===== config.mk =====
export PLATFORM = sky130hd
export DESIGN_NAME = sequence_encode
export DESIGN_NICKNAME = d
export VERILOG_FILES = /design/src/rtl/sequence_encode.sv
export SDC_FILE = /design/constraint.sdc
export NUM_CORES = 1
export LEC_CHECK = 0
export CORE_MARGIN = 2
export CORE_UTILIZATION = 44
export DETAILED_ROUTE_END_ITERATION = 10
export GPL_ROUTABILITY_DRIVEN = 0
export HOLD_SLACK_MARGIN = 0.08
export PLACE_DENSITY = 0.63
export SLEW_MARGIN = 20
export SYNTH_ARGS = -nofsm -noshare
export SYNTH_HDL_FRONTEND = slang
export SYNTH_SLANG_ARGS = --single-unit

===== constraint.sdc =====
create_clock -name clk -period 5.8 [get_ports clk]
set_clock_uncertainty 0.2 [all_clocks]
set_input_delay 1.16 -clock clk [delete_from_list [all_inputs] [get_ports clk]]
set_output_delay 1.16 -clock clk [all_outputs]
set_load 0.01 [all_outputs]

===== src/rtl/sequence_encode.sv =====
// rtl/sequence_encode.sv - ISO 14443-2 Type A PICC bit transmitter (Manchester D/E/F sequences, fc/16 subcarrier)
module sequence_encode #(
   parameter int BIT_TICKS       = 128,
   parameter int SUBCARRIER_HALF = 8
) (
   input  logic clk,
   input  logic rst_n,
   input  logic in_data_valid,
   input  logic in_data,
   output logic in_req,
   output logic lm_out,
   output logic busy,
   output logic tx_done
);

   localparam int CW = $clog2(BIT_TICKS);
   localparam int SB = $clog2(SUBCARRIER_HALF);

   typedef enum logic [1:0] {
      S_IDLE,
      S_SOC,
      S_DATA,
      S_EOC
   } state_t;

   state_t        state_q, state_d;
   logic [CW-1:0] cnt_q, cnt_d;
   logic          bit_q, bit_d;
   logic          lm_q, lm_d;
   logic          req_q, req_d;
   logic          busy_q, busy_d;
   logic          done_q, done_d;
   logic          last_tick;
   logic          first_half;
   logic          modulated;

   assign last_tick = (cnt_q == CW'(BIT_TICKS - 1));

   always_ff @(posedge clk or negedge rst_n) begin
      if (!rst_n) begin
         state_q <= S_IDLE;
         cnt_q   <= '0;
         bit_q   <= 1'b0;
         lm_q    <= 1'b0;
         req_q   <= 1'b0;
         busy_q  <= 1'b0;
         done_q  <= 1'b0;
      end else begin
         state_q <= state_d;
         cnt_q   <= cnt_d;
         bit_q   <= bit_d;
         lm_q    <= lm_d;
         req_q   <= req_d;
         busy_q  <= busy_d;
         done_q  <= done_d;
      end
   end

   // The tick counter wraps naturally at each bit boundary, so EOC exits with cnt already 0.
   always_comb begin
      state_d = state_q;
      cnt_d   = cnt_q + CW'(1);
      bit_d   = bit_q;
      case (state_q)
         S_IDLE: begin
            cnt_d = '0;
            if (in_data_valid) state_d = S_SOC;
         end
         S_SOC, S_DATA: begin
            if (last_tick) begin
               if (in_data_valid) begin
                  bit_d   = in_data;
                  state_d = S_DATA;
               end else begin
                  state_d = S_EOC;
               end
            end
         end
         S_EOC: begin
            if (last_tick) state_d = S_IDLE;
         end
         default: state_d = S_IDLE;
      endcase
   end

   // Outputs are decoded from next-state values so the registered lm_out lines up with cnt.
   always_comb begin
      first_half = ~cnt_d[CW-1];
      modulated  = 1'b0;
      case (state_d)
         S_SOC:   modulated = first_half;
         S_DATA:  modulated = bit_d ? first_half : ~first_half;
         default: modulated = 1'b0;
      endcase
      lm_d   = modulated & ~cnt_d[SB];
      busy_d = (state_d != S_IDLE);
      req_d  = ((state_q == S_SOC) || (state_q == S_DATA)) && last_tick && in_data_valid;
      done_d = (state_q == S_EOC) && last_tick;
   end

   assign lm_out  = lm_q;
   assign in_req  = req_q;
   assign busy    = busy_q;
   assign tx_done = done_q;

endmodule


== Word level (Yosys, flattened, before mapping) ==
Index checks and enable logic that the tools add are counted.

* Register bits: 14
* Bits of input ports: 4
* Output and inout port bits: 4
* Logic and storage cells: 35

* Add/sub/neg operators: 1
* Eq/ne operators: 6
* Muxes and demuxes: 11
* Bitwise logic cells: 3
* Reductions and logical operators: 7

{| class="wikitable"
|+ Operators by type and width
! cell !! number
|-
| $add A7 B1 Y7 const B || 1
|-
| $eq A7 B7 Y1 const B || 1
|-
| $mux W7 || 1
|-
| $eq A2 B2 Y1 const B || 3
|-
| $mux W2 || 3
|-
| $pmux W2 S3 || 1
|-
| $mux W1 || 5
|-
| $eq A2 B1 Y1 const B || 2
|-
| $logic_and A1 B1 Y1 || 3
|-
| $logic_not A2 Y1 || 1
|-
| $not A1 Y1 || 2
|-
| $pmux W1 S2 || 1
|-
| $reduce_bool A2 Y1 || 1
|-
| $reduce_or A2 Y1 || 1
|-
| $and A1 B1 Y1 || 1
|-
| $logic_or A1 B1 Y1 || 1
|}

== Depth between registers and ports, before layout ==
Gate-level depths: netlist of run 1.

* Depth in word-level cells: 6
* Depth in mapped cells: 9
* Mapped depth without buffers: 9

== Worst setup path before layout of run 1 ==
Ideal clock, no wire load.

* Kind: input port to flip-flop
* Start: input in_data_valid
* End: register lm_q, in the netlist lm_out
* Setup time: 0.136 ns
* Arrival: 2.271 ns
* Required time: 5.464 ns
* Slack: 3.193 ns
* Stages on the path: 6
* Path buffers: 0
* Cells stage by stage: nor2_1 a41o_2 a221o_1 ha_1 a311oi_1 o32ai_2

* Cells in the longest elaborated chain, start to end: 6
* Elaborated cells between the ends (all ways): 12
* Those cells by class: 2 x eq/ne; 9 x mux; 1 x bitwise

{| class="wikitable"
|+ Ends and longest elaborated chain
! what !! line !! text
|-
| start, declared || 8 || <nowiki>input logic in_data_valid,</nowiki>
|-
| $mux W1 || 71 || <nowiki>if (in_data_valid) begin</nowiki>
|-
| $mux W2 || 70 || <nowiki>if (last_tick) begin</nowiki>
|-
| $pmux W2 S3 * || 64 || <nowiki>case (state_q)</nowiki>
|-
| via state_d[0] || 26 || <nowiki>state_t state_q, state_d;</nowiki>
|-
| $eq A2 B2 Y1 / $eq A2 B1 Y1 (equally long branches) || 90 || <nowiki>case (state_d)</nowiki>
|-
| $pmux W1 S2 * || 90 ||
|-
| $and A1 B1 Y1 * || 95 || <nowiki>lm_d = modulated & ~cnt_d[SB];</nowiki>
|-
| via lm_d || 29 || <nowiki>logic lm_q, lm_d;</nowiki>
|-
| end signal, assigned || 52 || <nowiki>lm_q <= lm_d;</nowiki>
|-
| end, declared || 29 ||
|}

Mark *: on every way through the listed nets, which the timed path passes. The rest lies on a longest branch.

== Final worst setup path of run 1 ==
* Start: input in_data_valid
* End: register lm_q, in the netlist lm_out

* Cells in the longest elaborated chain, start to end: 6
* Elaborated cells between the ends (all ways): 12
* Those cells by class: 2 x eq/ne; 9 x mux; 1 x bitwise

{| class="wikitable"
|+ Ends and longest elaborated chain
! what !! line
|-
| $mux W1 || 71
|-
| $mux W2 / $mux W1 (equally long branches) || 70
|-
| $pmux W2 S3 / $mux W1 (equally long branches) || 64
|-
| $eq A2 B2 Y1, or another cell as far along || 90
|-
| $pmux W1 S2 * || 90
|-
| $and A1 B1 Y1 * || 95
|-
| via lm_d || 29
|}

Marked as above.

==> results of run 1 <==
[flip-flops by register name, summed over array words and instances (netlist names)]
name / cells
bit_q: 1
busy: 1
cnt_q: 7
in_req: 1
lm_out: 1
state_q: 2
tx_done: 1
[worst paths after layout]
path	from	endpoint	slack, ns	cells past startpoint
setup / recovery	in_data_valid	lm_out$_DFF_PN0_	2.74	8
hold / removal	cnt_q[0]$_DFF_PN0_	cnt_q[0]$_DFF_PN0_	0.26	1
setup reg to reg	state_q[0]$_DFF_PN0_	lm_out$_DFF_PN0_	3.15	9
hold reg to reg	cnt_q[0]$_DFF_PN0_	cnt_q[0]$_DFF_PN0_	0.26	1
max in group asynchronous	rst_n	cnt_q[2]$_DFF_PN0_	3.94	1
min in group asynchronous	rst_n	tx_done$_DFF_PN0_	1.06	1
[cells in the final DEF, fill, tap and decap left out]
cell             netlist  final
ha_1                   6      6
or3_2                  1      1
clkbuf_4               0      3
and2b_1                1      1
dfrtp_1               14     14
mux2_2                 1      1
o21ai_0                2      2
o21a_1                 1      1
inv_1                  6      6
inv_2                  1      1
xor2_1                 1      1
clkdlybuf4s50_1        0      7
nand3b_1               1      1
o31a_1                 1      1
a311oi_1               1      1
and4_1                 1      1
a221o_1                1      1
o31ai_1                1      1
or4_4                  1      1
a221oi_1               1      1
o211a_1                1      1
o32ai_2                1      1
a31oi_1                1      1
and2_4                 1      1
xnor2_1                1      1
nor2b_1                2      2
a41o_2                 1      1
nor2_1                 8      8
nand4_1                3      3
a21oi_1                1      1
mux2i_1                2      2
nand2_1                1      1
nand3_1                4      4
[worst reg2reg max path: cells and delay by family, from the launching register on]
kind | cells | cell delay, ns
compound gates | 5 | 1.01
fa+ha+maj | 2 | 0.73
buf+inv | 1 | 0.10
flops | 1 | 0.41
simple gates | 1 | 0.11
[metal layers]
metal | routed length, um | track usage | vias to the layer above
li1 | - | - | 274
met4 | 26 | 0.07059 | 0
met5 | 0 | 0 | -
met3 | 66 | 0.07200 | 4
met2 | 586 | 0.2457 | 12
met1 | 628 | 0.2105 | 260
[area by class of cell]
type	instances	area, um2
fillers	139	699.4
flip-flops and latches	14	350.3
inverters	7	26.28
well taps	16	20.02
clock buffers	3	22.52
repair buffers	7	70.07
multi-input cells	48	370.4
[logic make-up (layout without fill, tap and decap cells)]
family                     Yosys count  after routing  synth area share
muxes                                3              3           0.04167
xor gates and xnor gates             2              2           0.02334
AOI/OAI and AO/OA                   13             13            0.1467
buffers and inverters                8             17           0.03999
DFF                                 14             14            0.4667
and+or+nand+nor                     24             24            0.1817
adders and majority gates            6              6            0.1000
[metrics by stage]
stage          cell area, um2  utilization  setup WS (ns)
3_3_place_gp            837.1       0.5369          2.550
4_1_cts                 859.6       0.5514          2.756
2_1_floorplan           750.7            -          3.193
6_report                859.6       0.5514          2.742
5_1_grt                 859.6       0.5514          2.635
3_5_place_dp            837.1       0.5369          2.491
[power groups by stage]
stage | sequential, mW | combinational (mW) | clock, mW
6_report | 0.0975 | 0.00442 | 0.0544
3_3_place_gp | 0.0995 | 0.00459 | 0
3_5_place_dp | 0.0995 | 0.00462 | 0
4_1_cts | 0.0975 | 0.00470 | 0.0573
2_1_floorplan | 0.0995 | 0.000252 | 0
5_1_grt | 0.0975 | 0.00511 | 0.0615
==> flow_summary_export.csv, run 1 <==
group,metric,value,unit
power,p_per_area,181.9,mW/mm2
yosys,syn-num-nets,80,
sta,finalCritPeriodShare,0.5273,
grt,first_global_vias,532,
floorplanning,start_util,0.4815,
critical_path,crit_fanout,4,
cts,post_cts.repair.setup_buffers,0,
yosys,syn_avg_cell_area,10.72,um2
yosys,synth-seq-cells,14,
sta,layout_min_cycle_time,3.058,ns
route,wl,1.308,mm
sta,finalHoldViolCount,0,
power,combPwrFrac,0.028,
cts,hold_buffers,0,
cts,insertion_delay,0.28,ns
critical_path,path_cells,"clkdlybuf4s50_1 -> nor2_1 -> a41o_2 -> a221oi_1 -> ha_1 -> o211a_1 -> a311oi_1 -> o32ai_2",
cts,cts.sinks,14,
critical_path,cp_slowest_cell,"clkdlybuf4s50_1",
grt,grt_pass1_wl,2.359,mm
floorplanning,dieHeight,45.31,um
yosys,synth_ff_type,"dfrtp_1",
grt,grt_max_degree,15,
sta,fmax,327.0,MHz
sta,grt_setup_unrepaired,"false",
power,leakage,0.4225,nW
power,swShare,0.2096,
critical_path,crit_path_end_kind,"flop",
floorplanning,io-pin-count,8,
yosys,yosysTopAreaCellShare,0.4667,
floorplanning,die_w,45.31,um
yosys,yosys.area.top_type,"dfrtp_1",
placement,io_buffer_count,7,
route,vias,550,
route,vias_per_cell,5.789,
finish,n_antenna_cell,0,
hold_path,hold_class,"flop to flop",
route,drc,0,
cts,cts_tree,"built",
cts,cts_root_buffer,"clkbuf_4",
cts,cts_buffer_depth,2,
power,p_int,0.1236,mW
yosys,ys.warnings.count,0,
outcome,status,"complete, no violations",
placement,dp.cells,92,
sta,worst_pin_slew,0.6198,ns
yosys,syn_inst,70,
yosys,yosys-top-cells-count,"dfrtp_1 (14), nor2_1 (8), ha_1 (6), inv_1 (6), nand3_1 (4)",
route,first_pass_iters,4,
yosys,synth_edf_count,0,
critical_path,crit_type,"primary input to flop",
power,seq_power_share,0.624,
sta,tns,0,ns
sta,report.final.slew_viol_count,0,
yosys,yosysUniqueCellTypes,32,
power,ir_worst_vdd,164.7,uV
route,final_antenna_net_count,0,
floorplanning,core,0.001559,mm2
critical_path,critPathTopFamily,"compound AO/OA/AOI/OAI gates",
finish,drive_above_1_share,0.1266,
critical_path,cp_num_buf_inv,1,
run,drv_cap,0,
cts,cts.repair.resized,0,
power,switching_power,0.03276,mW
sta,timing.hold.ws,0.2610,ns
route,wl_per_cell,13.77,um
yosys,synth_area,750.7,um2
critical_path,start_kind,"primary input",
floorplanning,die-area,0.002053,mm2
sta,setup_viol,0,
critical_path,worstPathRequired,5.79,ns
cts,clk_pin_slew,0.07,ns
yosys,yosysMostFrequentCell,"dfrtp_1",
critical_path,max_stage_delay,0.53,ns
cts,numCtsBuffers,3,
critical_path,crit_arrival,3.04,ns
yosys,synthArstFlopShare,1.000,
grt,grt_use_total,0.1661,
finish,synthToLayoutAreaGrowth,14.50,%
yosys,seq_area_frac_synth,0.4667,
floorplanning,core.rowCount,14,
route,first_iter_violations,9,
cts,h-tree-depth,1,
power,power,0.1563,mW
grt,antenna_found_initial,0,
grt,grt_overflow,0,
sta,relSlewSlack,0.5855,
yosys,synthTopCellsByArea,"dfrtp_1 (47%), ha_1 (10%), nor2_1 (4.0%)",
placement,dpl.hpwl,940.1,um
finish,layout.cells.non_filler,95,
power,pwr-share-clk,0.348,
finish,nets,91,
(Power assumes the default switching activity.)
==> run 2, diff against run 1 <==
Settings changed: PLACE_DENSITY 0.63 to 0.65.
Clock period 5.8 ns to 2.5 ns, I/O delays scaled along.
==> flow_summary_export.csv, run 2 (same netlist as run 1, synthesis figures left out) <==
group,metric,value,unit
power,p_per_area,413.7,mW/mm2
placement,dpl.hpwl,1.013,mm
finish,final_core_util,0.6164,
placement,io_buffer_count,7,
cts,insertion_delay,0.27,ns
finish,largest_register,"cnt_q",
sta,finalCritPeriodShare,0.9602,
outcome,status,"complete, no violations",
cts,h-tree-depth,1,
hold_path,worstHoldStart,"cnt_q[0]$_DFF_PN0_",
floorplanning,die_w,45.31,um
route,first_iter_violations,9,
floorplanning,core.rowCount,14,
power,ir_worst_vdd,282.6,uV
sta,relSlewSlack,0.5741,
sta,finalHoldViolCount,0,
floorplanning,core,0.001559,mm2
sta,fmax,416.6,MHz
floorplanning,start_util,0.4815,
route,vias,560,
run,drv_cap,0,
route,drc,0,
sta,worst_pin_slew,0.6369,ns
cts,cts.repair.resized,0,
route,wl_per_cell,14.32,um
critical_path,crit_fanout,3,
critical_path,crit_arrival,2.35,ns
sta,layout_min_cycle_time,2.401,ns
grt,grt_overflow,0,
cts,cts_root_buffer,"clkbuf_4",
cts,clk_pin_slew,0.09,ns
finish,top_regs,"cnt_q: 7 flops, state_q: 2 flops",
floorplanning,dieHeight,45.31,um
finish,n_fill_cell,133,
sta,report.final.slew_viol_count,0,
sta,setup_viol,0,
floorplanning,io-pin-count,8,
critical_path,reg2reg_depth,8,
critical_path,crit_start,"cnt_q[0]$_DFF_PN0_",
cts,cts_tree,"built",
route,wl,1.432,mm
grt,grt_max_degree,15,
grt,first_global_vias,530,
finish,final_cell_mix,"dfrtp_1 (14), nor2_1 (8), clkdlybuf4s50_1 (7), inv_1 (6), ha_1 (5)",
route,first_pass_iters,4,
cts,post_cts.repair.setup_buffers,0,
critical_path,worstPathRequired,2.45,ns
cts,numCtsBuffers,3,
hold_path,hold_class,"flop to flop",
critical_path,start_kind,"flop",
grt,grt_use_total,0.1545,
critical_path,crit_path_end_kind,"flop",
cts,cts_buffer_depth,2,
critical_path,crit_type,"flop to flop",
finish,largest_reg_flops,7,
finish,nets,95,
power,power,0.3975,mW
route,final_antenna_net_count,0,
power,leakage,0.4527,nW
finish,n_antenna_cell,0,
finish,synthToLayoutAreaGrowth,28.00,%
grt,grt_pass1_wl,2.242,mm
cts,cts.sinks,14,
hold_path,whs_path_depth,1,
finish,drive_above_1_share,0.2738,
cts,hold_buffers,0,
critical_path,r2r-start,"cnt_q[0]$_DFF_PN0_",
route,vias_per_cell,5.600,
grt,antenna_found_initial,0,
finish,mostFrequentLayoutCell,"dfrtp_1",
floorplanning,die-area,0.002053,mm2
[run 2: worst max-delay path: stages, from the launching register on]
cell and delay [ns]:
dfrtp_1 0.38, ha_1 0.18, and4_4 0.27, a31oi_4 0.12, a41o_2 0.28, a221o_1 0.31
ha_1 0.21, a311oi_2 0.22, o32ai_2 0.11
[run 2: cell type report]
class,count,area (um2),share of cell area
timing repair buffer,11,100.1,0.1042
clock buffer,4,36.28,0.03776
sequential,14,350.3,0.3646
tap,16,20.02,0.02083
multi-input combinational,48,427.9,0.4453
inverter,7,26.28,0.02734
[run 2: through the flow]
stage / worst slack, ns / instance area [um2] / hold WS [ns] / TNS, ns / instances
finish: 0.09939 / 960.9 / 0.2687 / 0 / 100
floorplan: 0.1573 / 750.7 / 0.004409 / 0 / 70
CTS: 0.001025 / 903.4 / 0.2783 / 0 / 100
global placement: 0.0007674 / 867.1 / 0.2525 / 0 / 96
detailed placement: -0.01793 / 867.1 / 0.2585 / -0.01793 / 96
global route: -0.0006457 / 960.9 / 0.3095 / -0.0006457 / 100
[run 2: routing by layer]
| metal | global-route usage | wire length [um] | vias to the layer above | part of all wire |
|---|---|---|---|---|
| met4 | 0.07059 | 13 | 0 | 0.0091 |
| met3 | 0.03600 | 24 | 2 | 0.017 |
| li1 | - | - | 283 | - |
| met5 | 0 | 0 | - | 0 |
| met1 | 0.2130 | 702 | 270 | 0.49 |
| met2 | 0.2286 | 691 | 5 | 0.48 |
[run 2: path summary, 6_finish.rpt]
kind / endpoint / slack, ns
hold / removal: cnt_q[0]$_DFF_PN0_ / 0.27
max in group asynchronous: cnt_q[5]$_DFF_PN0_ / 1.28
setup / recovery: lm_out$_DFF_PN0_ / 0.1
min in group asynchronous: state_q[0]$_DFF_PN0_ / 0.42
hold reg to reg: cnt_q[0]$_DFF_PN0_ / 0.27
setup reg to reg: lm_out$_DFF_PN0_ / 0.1
[run 2: power breakdown]
part / switching (mW) / total, mW / internal [mW]
Clock: 0.0712 / 0.160 / 0.0884
Sequential: 0 / 0.226 / 0.226
Combinational: 0.00617 / 0.0117 / 0.00549
==> run 3, diff against run 2 <==
Settings changed: CORE_UTILIZATION 44 to 48, PLACE_DENSITY 0.65 to 0.7.
==> flow_summary_export.csv, run 3 (same netlist as run 1, synthesis figures left out) <==
group,metric,value,unit
sta,finalHoldViolCount,0,
floorplanning,core.rowCount,14,
placement,dp.cells,95,
route,first_iter_violations,6,
placement,io_buffer_count,7,
cts,cts_buffer_depth,2,
placement,dpl_worst_slack,-0.02584,ns
critical_path,crit_path_end_kind,"flop",
grt,grt_max_degree,15,
critical_path,cpMostUsedCell,"ha_1",
critical_path,crit_type,"flop to flop",
finish,largest_reg_flops,7,
critical_path,max_stage_delay,0.38,ns
grt,grt_use_total,0.1568,
floorplanning,die-area,0.001896,mm2
sta,fmax,410.5,MHz
critical_path,crit_arrival,2.39,ns
route,vias_per_cell,5.640,
route,final_antenna_net_count,0,
sta,finalCritPeriodShare,0.9745,
finish,final_cell_mix,"dfrtp_1 (14), nor2_1 (8), clkdlybuf4s50_1 (7), inv_1 (6), ha_1 (6)",
critical_path,crit_fanout,3,
cts,h-tree-depth,1,
cts,hold_buffers,0,
critical_path,cp_slowest_cell,"dfrtp_1",
finish,top_regs,"cnt_q: 7 flops, state_q: 2 flops",
grt,grt_overflow,0,
route,drc,0,
floorplanning,start_util,0.5042,
route,vias,564,
sta,grt_setup_unrepaired,"true",
hold_path,hold_class,"flop to flop",
power,leakage,0.4573,nW
finish,layout.cells.non_filler,100,
sta,fin_ws,0.06387,ns
cts,cts_root_buffer,"clkbuf_4",
critical_path,critPathTopFamily,"compound AO/OA/AOI/OAI gates",
cts,insertion_delay,0.27,ns
grt,grt_pass1_wl,2.125,mm
finish,drive_above_1_share,0.2262,
sta,relSlewSlack,0.5918,
cts,cts_tree,"built",
sta,worst_pin_slew,0.6104,ns
power,ir_worst_vdd,313.6,uV
route,wl_per_cell,13.87,um
floorplanning,die_w,43.55,um
route,wl,1.387,mm
critical_path,path_cells,"ha_1 -> and4_4 -> nand3_1 -> mux2i_1 -> buf_4 -> o31a_1 -> ha_1 -> a311oi_2 -> o32ai_2",
run,drv_cap,0,
sta,setup_viol,0,
grt,first_global_vias,514,
grt,antenna_found_initial,0,
cts,numCtsBuffers,3,
critical_path,worstPathRequired,2.45,ns
critical_path,start_kind,"flop",
cts,cts.sinks,14,
floorplanning,core,0.001489,mm2
floorplanning,io-pin-count,8,
sta,layout_min_cycle_time,2.436,ns
placement,dpl.hpwl,1.000,mm
finish,synthToLayoutAreaGrowth,24.33,%
cts,clk_pin_slew,0.08,ns
critical_path,cp_num_buf_inv,1,
route,first_pass_iters,4,
finish,n_antenna_cell,0,
finish,nets,95,
power,p_per_area,423.4,mW/mm2
finish,largest_register,"cnt_q",
sta,report.final.slew_viol_count,0,
outcome,status,"complete, no violations",
floorplanning,dieHeight,43.55,um
finish,mostFrequentLayoutCell,"dfrtp_1",
power,power,0.3952,mW
## run 3: power breakdown
group | switching (mW) | leakage (nW) | internal (mW)
Clock | 0.0691 | 0.0210 | 0.0885
Combinational | 0.00592 | 0.266 | 0.00549
Sequential | 0 | 0.171 | 0.226
Total | 0.0750 | 0.457 | 0.320
## run 3: per-layer routing
layer | track usage | up-vias | part of all wire
met1 | 0.2032 | 275 | 0.50
met3 | 0.02917 | 2 | 0.029
li1 | - | 280 | -
met5 | 0 | - | 0
met4 | 0.1091 | 0 | 0.0065
met2 | 0.2353 | 7 | 0.46
## run 3: final timing paths
path	cells past startpoint	start	end	slack, ns
setup / recovery	9	cnt_q[0]$_DFF_PN0_	lm_out$_DFF_PN0_	0.06
hold / removal	1	cnt_q[0]$_DFF_PN0_	cnt_q[0]$_DFF_PN0_	0.27
setup reg to reg	9	cnt_q[0]$_DFF_PN0_	lm_out$_DFF_PN0_	0.06
hold reg to reg	1	cnt_q[0]$_DFF_PN0_	cnt_q[0]$_DFF_PN0_	0.27
max in group asynchronous	1	rst_n	cnt_q[0]$_DFF_PN0_	1.30
min in group asynchronous	1	rst_n	state_q[0]$_DFF_PN0_	0.40
## run 3: timing repair
item | 4_1_cts | 5_1_grt
pin swaps | 0 | 1
resized for setup | 1 | 5
gates cloned | 0 | 0
buffers inserted | 0 | 1
endpoints found under the setup margin | 1 | 1
## run 3: through the flow
| step | area (um2) | TNS, ns | util | hold WS [ns] |
|---|---|---|---|---|
| final | 933.4 | 0 | 0.6269 | 0.2665 |
| after global routing | 933.4 | -0.04156 | 0.6269 | 0.3069 |
| after floorplan | 750.7 | 0 | - | 0.004409 |
| after global placement | 859.6 | 0 | 0.5773 | 0.2528 |
| after detailed placement | 859.6 | -0.02584 | 0.5773 | 0.2569 |
| after CTS | 902.1 | 0 | 0.6059 | 0.2678 |
## run 3: final cells by class
class / instances / area, um2
clock buffers: 4 / 36.28
fillers: 129 / 555.5
inverters: 7 / 26.28
multi-input cells: 48 / 400.4
flip-flops and latches: 14 / 350.3
well taps: 16 / 20.02
repair buffers: 11 / 100.1
## run 3: worst reg2reg max path: cells and delay by family (launching register included)
family	cells	cell delay (ns)
and+or+nand+nor	2	0.40
muxes	1	0.17
adders and majority gates	2	0.37
AOI/OAI and AO/OA	3	0.67
DFF	1	0.38
buffers and inverters	1	0.14
